File: src/rtl/approx_mul_sweep_ctrl.sv
// approx_mul_sweep_ctrl: exhaustive-sweep error checker for a combinational approximate multiplier.
// Latency: done pulses 2^IN_W*(SETTLE+1) cycles after the accepting start edge; one vector per SETTLE+1 cycles.
// Backpressure: none; start is only honoured in IDLE, ignored while busy or in DONE.
//
// Ports:
//   clk, rst (sync, active-high)      start  -> begin a sweep
//   busy, done                        sweep in progress / one-cycle completion pulse
//   dut_in -> multiplier,             dut_out <- multiplier (unsigned, IN_W bits)
//   max_err, viol_cnt, first_fail, pass : results, held from DONE until next start or rst
//   err_sum                           sum of abs_err, present only when SUM_ERR_EN is defined
// Optional feature macro: SUM_ERR_EN
module approx_mul_sweep_ctrl #(
  parameter int IN_W   = 4,
  parameter int ET     = 4,
  parameter int SETTLE = 1
) (
  input  logic              clk,
  input  logic              rst,
  input  logic              start,
  output logic              busy,
  output logic              done,
  output logic [IN_W-1:0]   dut_in,
  input  logic [IN_W-1:0]   dut_out,
  output logic [IN_W-1:0]   max_err,
  output logic [IN_W:0]     viol_cnt,
  output logic [IN_W-1:0]   first_fail,
  output logic              pass
`ifdef SUM_ERR_EN
  ,
  output logic [2*IN_W-1:0] err_sum
`endif
);

  localparam int HALF  = IN_W / 2;
  localparam int CNT_W = (SETTLE > 1) ? $clog2(SETTLE) : 1;

  localparam logic [1:0] ST_IDLE   = 2'd0;
  localparam logic [1:0] ST_DRIVE  = 2'd1;
  localparam logic [1:0] ST_SAMPLE = 2'd2;
  localparam logic [1:0] ST_DONE   = 2'd3;

  localparam logic [IN_W-1:0]  LAST_VEC = {IN_W{1'b1}};
  localparam logic [IN_W:0]    ET_V     = (IN_W+1)'(ET);
  localparam logic [CNT_W-1:0] CNT_LAST = CNT_W'(SETTLE - 1);

  logic [1:0]       state_q, state_d;
  logic [CNT_W-1:0] cnt_q, cnt_d;
  logic [IN_W-1:0]  dut_in_q, dut_in_d;
  logic [IN_W-1:0]  max_err_q, max_err_d;
  logic [IN_W:0]    viol_q, viol_d;
  logic [IN_W-1:0]  first_q, first_d;
  logic             pass_q, pass_d;
`ifdef SUM_ERR_EN
  logic [2*IN_W-1:0] sum_q, sum_d;
`endif

  // Exact reference product; operands zero-extended so the product is IN_W bits wide.
  logic [IN_W-1:0] op_a, op_b, exact, abs_err;
  logic            is_viol;

  always_comb begin
    op_a    = {{(IN_W-HALF){1'b0}}, dut_in_q[HALF-1:0]};
    op_b    = {{(IN_W-HALF){1'b0}}, dut_in_q[IN_W-1:HALF]};
    exact   = op_a * op_b;
    abs_err = (dut_out >= exact) ? (dut_out - exact) : (exact - dut_out);
    is_viol = ({1'b0, abs_err} > ET_V);
  end

  always_comb begin
    state_d   = state_q;
    cnt_d     = cnt_q;
    dut_in_d  = dut_in_q;
    max_err_d = max_err_q;
    viol_d    = viol_q;
    first_d   = first_q;
    pass_d    = pass_q;
`ifdef SUM_ERR_EN
    sum_d     = sum_q;
`endif
    case (state_q)
      ST_IDLE: begin
        if (start) begin
          state_d   = ST_DRIVE;
          cnt_d     = '0;
          dut_in_d  = '0;
          max_err_d = '0;
          viol_d    = '0;
          first_d   = '0;
          pass_d    = 1'b0;
`ifdef SUM_ERR_EN
          sum_d     = '0;
`endif
        end
      end
      ST_DRIVE: begin
        if (cnt_q == CNT_LAST) begin
          state_d = ST_SAMPLE;
          cnt_d   = '0;
        end else begin
          cnt_d = cnt_q + 1'b1;
        end
      end
      ST_SAMPLE: begin
        if (abs_err > max_err_q) max_err_d = abs_err;
        if (is_viol) begin
          viol_d = viol_q + 1'b1;
          if (viol_q == '0) first_d = dut_in_q;
        end
`ifdef SUM_ERR_EN
        sum_d = sum_q + {{IN_W{1'b0}}, abs_err};
`endif
        // Increment wraps the last vector back to 0, leaving dut_in idle at 0.
        dut_in_d = dut_in_q + 1'b1;
        if (dut_in_q == LAST_VEC) begin
          state_d = ST_DONE;
          pass_d  = (viol_d == '0);
        end else begin
          state_d = ST_DRIVE;
        end
      end
      default: begin
        state_d = ST_IDLE;
      end
    endcase
  end

  always_ff @(posedge clk) begin
    if (rst) begin
      state_q   <= ST_IDLE;
      cnt_q     <= '0;
      dut_in_q  <= '0;
      max_err_q <= '0;
      viol_q    <= '0;
      first_q   <= '0;
      pass_q    <= 1'b0;
`ifdef SUM_ERR_EN
      sum_q     <= '0;
`endif
    end else begin
      state_q   <= state_d;
      cnt_q     <= cnt_d;
      dut_in_q  <= dut_in_d;
      max_err_q <= max_err_d;
      viol_q    <= viol_d;
      first_q   <= first_d;
      pass_q    <= pass_d;
`ifdef SUM_ERR_EN
      sum_q     <= sum_d;
`endif
    end
  end

  assign busy       = (state_q == ST_DRIVE) || (state_q == ST_SAMPLE);
  assign done       = (state_q == ST_DONE);
  assign dut_in     = dut_in_q;
  assign max_err    = max_err_q;
  assign viol_cnt   = viol_q;
  assign first_fail = first_q;
  assign pass       = pass_q;
`ifdef SUM_ERR_EN
  assign err_sum    = sum_q;
`endif

endmodule
File: config.mk
export PLATFORM = sky130hd
export DESIGN_NAME = approx_mul_sweep_ctrl
export DESIGN_NICKNAME = d
export VERILOG_FILES = /design/src/rtl/approx_mul_sweep_ctrl.sv
export SDC_FILE = /design/constraint.sdc
export NUM_CORES = 1
export LEC_CHECK = 0
export BUFFER_PORTS_ARGS = -buffer_cell sky130_fd_sc_hd__buf_2
export CAP_MARGIN = 20
export CORE_MARGIN = 2
export CORE_UTILIZATION = 50
export CTS_CLUSTER_DIAMETER = 150
export DETAILED_ROUTE_END_ITERATION = 6
export PLACE_DENSITY = 0.68
export SLEW_MARGIN = 15
export SYNTH_ARGS = -nofsm -noshare
export SYNTH_HDL_FRONTEND = slang
export SYNTH_SLANG_ARGS = --single-unit
File: constraint.sdc
create_clock -name clk -period 9.5 [get_ports clk]
set_input_delay 0.475 -clock clk [delete_from_list [all_inputs] [get_ports clk]]
set_output_delay 0.475 -clock clk [all_outputs]
set_load 0.01 [all_outputs]
==> out/results.ini <==
[sta]
max_slew_margin = 0.593
finalHoldViolCount = 0
period_needed_ps = 3510
setup_viol = 0
whs_ps = 492
setup_slack_ps = 5990
fmax_mhz = 285
tns_ps = 0
rsz0062_at_grt = no
slew_viol_final = 0
finalClockSkew_ps = 7.38
min_period_over_period = 0.370
worstMarginPinSlew_ps = 608

[floorplan]
die_area_mm2 = 0.00355
io_pins = 27
fp.dieW_um = 59.6
coreArea_mm2 = 0.00300
start_util = 0.514
rows = 20
die_h_um = 59.6

[placement]
numPortBuffers = 26
globalplace.congestion = 0.845
preCtsSetupSlack_ps = 6040
dp_hpwl_um = 2700
dp_cells = 237

[synth]
yosysTopAreaCell = dfxtp_1
syn-num-nets = 213
synth_edf_count = 0
postSynth.asyncResetShare = 0
synth_cell_types = 45
netlist_area_mm2 = 0.00154
synthTopCellsByArea = dfxtp_1, ha_1, inv_1
synth_seq_area_share = 0.259
postSynthCellCount = 184
avgSynthCellArea_um2 = 8.39
synth_top_area_frac = 0.259
synth_ff_type = dfxtp_1
ys_ff_latch = 20
ys_warn_count = 0

[power_and_ir_drop]
p_leak_nw = 0.826
power_density_mw_per_mm2 = 121
ir_worst_vdd_v = 0.0000841
power_w = 0.000211

[finish]
antennaDiodeCount = 0
final_cell_mix = buf_2, inv_1, ha_1, dfxtp_1
final_common_cell = buf_2
syn_to_final_growth_pct = 12.4
fin_nets = 238
layout.cells.non_filler = 241
drive_gt1_frac = 0.192

[routing]
via_per_inst = 5.85
dr.pass1.iters = 4
drtIter0Drc = 67
postRouteWirelength_um = 3460
ant_nets = 0
drcViolationCount = 0
wl_per_cell_um = 14.3
num_vias = 1410

[setup_path]
crit_fanout = 8
critPathBufInv = 2
crit_chain = and2_1 -> ha_1 -> inv_1 -> fa_1 -> a31oi_1 -> a2bb2oi_1 -> a211oi_1 -> inv_1 -> ha_1 -> a21oi_1 -> o22ai_1 -> o22ai_1 -> a21oi_1 -> nor2_1 -> a22o_1
slowest_delay_ps = 430
cpMaxStageDelayCell = fa_1
crit_arrival_ps = 3760
startpoint_type = flop
required_ps = 9750
cp-end-kind = flop
path_class = flop to flop
critPathTopFamily = compound AO/OA/AOI/OAI gates

[clock_tree]
clock_latency_ps = 300
cts_buffers = 3
cts_max_level = 1
clk_path_buf_depth = 2
clock_sinks = 20
cts-hold-fix-buffers = 0
path_clk_slew_ps = 120
cts-root-buf = clkbuf_4
post_cts_buffers = 0
cts.repair.resized = 0
cts_tree = built

[grt]
groute.usage.overall = 0.210
grt_pass1_vias = 1345
grt_overflow = 0
grt_pass1_wl_um = 5860
antenna_found_initial = 0
grt_max_degree = 15

[worst_hold_path]
hp-class = flop to flop

[outcome]
status = complete, no violations

[job]
maxCapViolCount = 0

-- per-stage QoR --
stage / util / cell area [um2]
final: 0.578 / 1740
after floorplan: - / 1540
after CTS: 0.578 / 1740
after global placement: 0.560 / 1680
after detailed placement: 0.560 / 1680
after global routing: 0.578 / 1740
-- worst paths after layout --
| path | start | endpoint | slack, ps | cells after the start |
|---|---|---|---|---|
| setup / recovery | dut_in[2] | max_err[2] | 5990 | 15 |
| hold / removal | first_fail[1] | first_fail[1] | 490 | 1 |
| setup reg to reg | dut_in[2] | max_err[2] | 5990 | 15 |
| hold reg to reg | first_fail[1] | first_fail[1] | 490 | 1 |
-- where the power goes --
part           leakage (nW)  switching [W]  internal [W]  total [W]
Combinational         0.636      0.0000315     0.0000200  0.0000515
Clock                0.0279      0.0000273     0.0000426  0.0000699
Sequential            0.162     0.00000328     0.0000860  0.0000893
Total                 0.826      0.0000620      0.000149   0.000211
-- Yosys cell counts (2+ instances only) --
library cell / n
mux2i_1: 2
ha_1: 20
nand3_1: 9
a21oi_1: 11
buf_2: 2
dfxtp_1: 20
nand2b_1: 3
a31oi_1: 3
a2bb2oi_1: 2
a22o_1: 9
nor2_1: 10
o2bb2ai_1: 2
nor3_1: 6
o21ai_0: 3
a22oi_1: 2
inv_1: 23
or3_1: 2
nand2_1: 11
o22ai_1: 5
o21a_1: 3
fa_1: 2
and2_1: 4
and3b_1: 2
or2_2: 2
o211ai_1: 2
and3_1: 3
clkbuf_1: 2
a21o_1: 2
-- registers in the layout, summed over array words and instances, names as in the netlist --
register,cells
pass,1
state_q,2
viol_cnt,5
dut_in,4
max_err,4
first_fail,4
-- worst register-to-register path: cells and delay by family, from the launching register on --
kind,cells,cell delay [ps]
AO/OA/AOI/OAI,8,1300
flip-flops,1,400
AND/OR/NAND/NOR,2,420
adder cells (fa/ha/maj),3,1080
buffers and inverters,2,220
-- per-layer routing --
metal	share of wire	track usage	vias to the layer above
li1	-	-	716
met1	0.48	0.284	667
met2	0.49	0.352	27
met3	0.028	0.0306	0
met4	0	0.0508	0
met5	0	0	-
-- layout make-up --
| cell class | instances | area [um2] |
|---|---|---|
| clock inverter | 1 | 30.0 |
| clock buffer | 3 | 22.5 |
| multi-input combinational | 135 | 1020 |
| tap | 33 | 41.3 |
| fill | 291 | 1270 |
| inverter | 23 | 86.3 |
| timing repair buffer | 26 | 130 |
| sequential | 20 | 400 |
-- logic make-up after synthesis --
kind of cell	synth area share
mux	0.0130
buf+inv	0.0770
compound gates	0.285
fa+ha+maj	0.188
simple gates	0.177
flops	0.259
No activity file was read; power rests on OpenSTA's default activity.
